<file path="src/rtl/acc_f32.sv">
// Streaming f32 sum-reduction front end: feeds an external adder with
// running-sum + element and returns one sum per in_last-terminated frame.
module acc_f32 #(
    parameter int ADD_DELAY = 5
) (
    input  logic        clk,
    input  logic        rst,
    input  logic        in_valid,
    output logic        in_ready,
    input  logic [31:0] in_data,
    input  logic        in_last,
    output logic        out_valid,
    input  logic        out_ready,
    output logic [31:0] out_data,
    output logic [31:0] add_a,
    output logic [31:0] add_b,
    output logic        add_t,
    input  logic [31:0] add_out
);

    localparam int CW = (ADD_DELAY < 2) ? 1 : $clog2(ADD_DELAY);
    localparam logic [CW-1:0] CNT_LAST = CW'(ADD_DELAY - 1);

    typedef enum logic [1:0] {
        EMPTY = 2'd0,
        ACC   = 2'd1,
        WAIT  = 2'd2,
        DONE  = 2'd3
    } state_t;

    state_t        state_q, state_d;
    logic [31:0]   acc_q, acc_d;
    logic [31:0]   out_data_q, out_data_d;
    logic [31:0]   add_a_q, add_a_d;
    logic [31:0]   add_b_q, add_b_d;
    logic          add_t_q, add_t_d;
    logic          last_r_q, last_r_d;
    logic          in_ready_q, in_ready_d;
    logic          out_valid_q, out_valid_d;
    logic [CW-1:0] cnt_q, cnt_d;
    logic          in_xfer;
    logic          out_xfer;

    assign in_xfer  = in_valid && in_ready_q;
    assign out_xfer = out_valid_q && out_ready;

    always_comb begin
        state_d    = state_q;
        acc_d      = acc_q;
        out_data_d = out_data_q;
        add_a_d    = add_a_q;
        add_b_d    = add_b_q;
        add_t_d    = 1'b0;
        last_r_d   = last_r_q;
        cnt_d      = cnt_q;

        case (state_q)
            EMPTY: begin
                // First element bypasses the adder so it is passed bit-exact.
                if (in_xfer) begin
                    acc_d = in_data;
                    if (in_last) begin
                        out_data_d = in_data;
                        state_d    = DONE;
                    end else begin
                        state_d = ACC;
                    end
                end
            end
            ACC: begin
                if (in_xfer) begin
                    add_a_d  = acc_q;
                    add_b_d  = in_data;
                    last_r_d = in_last;
                    add_t_d  = 1'b1;
                    cnt_d    = '0;
                    state_d  = WAIT;
                end
            end
            WAIT: begin
                cnt_d = cnt_q + CW'(1);
                // cnt_q == ADD_DELAY-1 marks the ADD_DELAY-th edge after issue.
                if (cnt_q == CNT_LAST) begin
                    acc_d = add_out;
                    if (last_r_q) begin
                        out_data_d = add_out;
                        state_d    = DONE;
                    end else begin
                        state_d = ACC;
                    end
                end
            end
            DONE: begin
                if (out_xfer) begin
                    acc_d   = '0;
                    state_d = EMPTY;
                end
            end
            default: state_d = EMPTY;
        endcase

        in_ready_d  = (state_d == EMPTY) || (state_d == ACC);
        out_valid_d = (state_d == DONE);
    end

    always_ff @(posedge clk or posedge rst) begin
        if (rst) begin
            state_q     <= EMPTY;
            acc_q       <= '0;
            out_data_q  <= '0;
            add_a_q     <= '0;
            add_b_q     <= '0;
            add_t_q     <= 1'b0;
            last_r_q    <= 1'b0;
            in_ready_q  <= 1'b0;
            out_valid_q <= 1'b0;
            cnt_q       <= '0;
        end else begin
            state_q     <= state_d;
            acc_q       <= acc_d;
            out_data_q  <= out_data_d;
            add_a_q     <= add_a_d;
            add_b_q     <= add_b_d;
            add_t_q     <= add_t_d;
            last_r_q    <= last_r_d;
            in_ready_q  <= in_ready_d;
            out_valid_q <= out_valid_d;
            cnt_q       <= cnt_d;
        end
    end

    assign in_ready  = in_ready_q;
    assign out_valid = out_valid_q;
    assign out_data  = out_data_q;
    assign add_a     = add_a_q;
    assign add_b     = add_b_q;
    assign add_t     = add_t_q;

endmodule

</file>
<file path="config.mk">
export PLATFORM = sky130hd
export DESIGN_NAME = acc_f32
export DESIGN_NICKNAME = d
export VERILOG_FILES = /design/src/rtl/acc_f32.sv
export SDC_FILE = /design/constraint.sdc
export NUM_CORES = 1
export LEC_CHECK = 0
export BUFFER_PORTS_ARGS = -buffer_cell sky130_fd_sc_hd__buf_2
export CORE_ASPECT_RATIO = 0.9
export CORE_UTILIZATION = 55
export CTS_BUF_LIST = sky130_fd_sc_hd__clkbuf_8
export CTS_CLUSTER_DIAMETER = 30
export CTS_CLUSTER_SIZE = 30
export DETAILED_ROUTE_END_ITERATION = 10
export PLACE_DENSITY = 0.93
export SLEW_MARGIN = 20
export SYNTH_ARGS = -nofsm -noshare
export SYNTH_HDL_FRONTEND = slang
export SYNTH_SLANG_ARGS = --single-unit
export TNS_END_PERCENT = 50
</file>
<file path="constraint.sdc">
create_clock -name clk -period 13.8 [get_ports clk]
set_input_delay 2.76 -clock clk [delete_from_list [all_inputs] [get_ports clk]]
set_output_delay 2.76 -clock clk [all_outputs]
set_load 0.03 [all_outputs]
</file>
==> run metrics <==
initial antenna violation count=0; final count of hold timing violations=0; Warnings, synthesis=0; # setup viols final=0; Via Count=4065; Finished Layout Cells=713; Post-Syn Area=6060 sq um; Setup Fix Bufs, Post-CTS=0; worst vdd ir=0.194 mV; Worst Max-Slew Pin Slew=1070 ps; Max Freq=249 MHz; post_cts resized=0; RSZ-0062 raised after global routing=no; Worst EP arrival=4320 ps; Reg2Reg Launch Point=state_q[0]; wirelength, routed=13900 microns; Final Util=70.4%; Hold EP=out_data[11]; fraction of layout cells with a size suffix above 1=62.7%; CTS tree=yes; share of Yosys cell area claimed by the top area cell type=56.6%; Final min period=4020 ps; Yosys top cell by area=dfrtp_1; Clock Skew=13.6 ps; total congestion overflow=0; hold path start=out_data[11]; area delta synth->final=21.7%; Total GRT Usage=25.7%; count of cell types in the netlist=29; Placed Cells=681; root cell of the clock tree=clkbuf_8; status=completed; drt drc=0; Pleak=3.51 nW; clock slew at reported path FFs=80 ps; Initial Util=57.9%; worst relative slew slack=28.5%; Setup Crit Path Kind=in2reg; critical path fanouts, max=47; Pwr Density=286 nW/um^2; Synth Flop Type=dfrtp_1; Buffers on Ports=167; ant diodes=0; top post-synthesis cells by area=dfrtp_1 (57%), mux2_2 (28%), a22o_1 (4.8%); core area=10500 sq um; Critical Path RT=14110 ps; DR WL/cell=19.5 microns; final net count=647; Setup TNS=0 ps; MaxCap Viol Count=0; most common library cell in the layout ignoring fill and taps=buf_2; number of buffers created by CTS=17; DRT antenna net count=0; R2R cell count=7; final hold slack=490 ps; hold buffers post-CTS=0; H-tree Lvls=4; die area=11400 sq um; r2r endpoint=acc_q[27]; Syn Nets=479; global-route wire length before repair=22200 microns; IO Count=168; GPL Wtd Cong=0.827; Worst Setup End Kind=flip-flop; dpl hpwl=9290 microns; CP startpoint kind=input pin; Die Span X=113 microns; Worst R2R Setup Slack=10880 ps; post-route clock period utilization=29.1%; CTS max path bufs=2; starting DRC count in detailed routing=218; most frequent cells in the layout=buf_2 (167), mux2_2 (150), dfrtp_1 (137); largest net degree at the start of global routing=90; post-synthesis sequential area ratio=56.6%; row count=35; Hold Crit Class=reg2reg; Sink Count=137; Vert. Die Dim=102 microns; first drt pass iteration count=6; number of synthesized flops with an enable pin=0; Mean Syn Cell Area=15.0 sq um; Slew Limit Fails=0; Syn Inst Count=403; cell count of the worst hold path=1; worst skew pair latency=430 ps; Post-synth ARST share=100%; vias in the first global route=4392; number of synthesized register bits=137; Vias/cell=5.70
worst max path at each step:
stage | startpoint | endpoint | slack, ps | cells past startpoint
after global routing | in_valid | add_b[21] | 9740 | 4
after detailed placement | in_valid | add_b[29] | 9350 | 4
final | in_valid | add_b[21] | 9780 | 4
after floorplan | rst | acc_q[0] | 7370 | 1
after global placement | in_valid | add_a[30] | 9440 | 4
after CTS | in_valid | add_b[29] | 9810 | 4
cells in the mapped netlist (2+ instances only):
| master | number |
|---|---|
| mux2_2 | 150 |
| dfrtp_1 | 137 |
| a22o_1 | 33 |
| mux2_1 | 11 |
| clkbuf_1 | 10 |
| buf_2 | 8 |
| inv_1 | 8 |
| ha_1 | 7 |
| buf_6 | 6 |
| nand3_1 | 5 |
| o21ai_0 | 5 |
| a21boi_0 | 3 |
| a21boi_2 | 2 |
| and3_1 | 2 |
| nand2b_1 | 2 |
layer usage:
metal,track usage [%],vias to the layer above,part of all wire [%]
met5,0,-,0
met4,11.3,0,2.4
met3,7.30,34,4.8
met2,44.2,136,52
met1,30.6,2074,41
li1,-,1821,-
where the power goes:
part           switching [W]  total, W  internal, W  leakage (nW)
logic               0.000623   0.00105     0.000430          1.66
registers           0.000109  0.000717     0.000608          1.64
clock network       0.000160  0.000339     0.000179         0.206
total               0.000892   0.00211      0.00122          3.51
sequential cells by signal, summed over array words and instances (netlist names):
name / flops
cnt_q: 3
out_data: 32
last_r_q: 1
add_t: 1
acc_q: 32
in_ready: 1
out_valid: 1
state_q: 2
add_a: 32
add_b: 32
through the flow:
| step | power [W] | area (sq um) | setup slack, ps |
|---|---|---|---|
| 6_report | 0.00211 | 7370 | 9780 |
| 5_1_grt | 0.00221 | 7370 | 9740 |
| 4_1_cts | 0.00212 | 7370 | 9810 |
| 3_5_place_dp | 0.00177 | 6960 | 9350 |
| 3_3_place_gp | 0.00172 | 6960 | 9440 |
| 2_1_floorplan | 0.00149 | 6060 | 7370 |
layout make-up:
type	count	area, sq um
flip-flops and latches	137	3430
fillers	717	3090
multi-input cells	234	2460
repair buffers	173	881
clock buffers	17	234
clock inverters	15	174
well taps	129	161
inverters	8	35.0
worst max-delay path: stages:
cell,delay (ps)
buf_2,170
nand3_1,140
inv_2,790
mux2_2,430
kinds of logic after synthesis:
logic type | synth area share, %
AO/OA/AOI/OAI | 7.42
adder cells (fa/ha/maj) | 1.45
buffers and inverters | 2.89
flip-flops | 56.6
multiplexers | 30.1
AND/OR/NAND/NOR | 1.55
No activity file was read; power rests on OpenSTA's default activity.
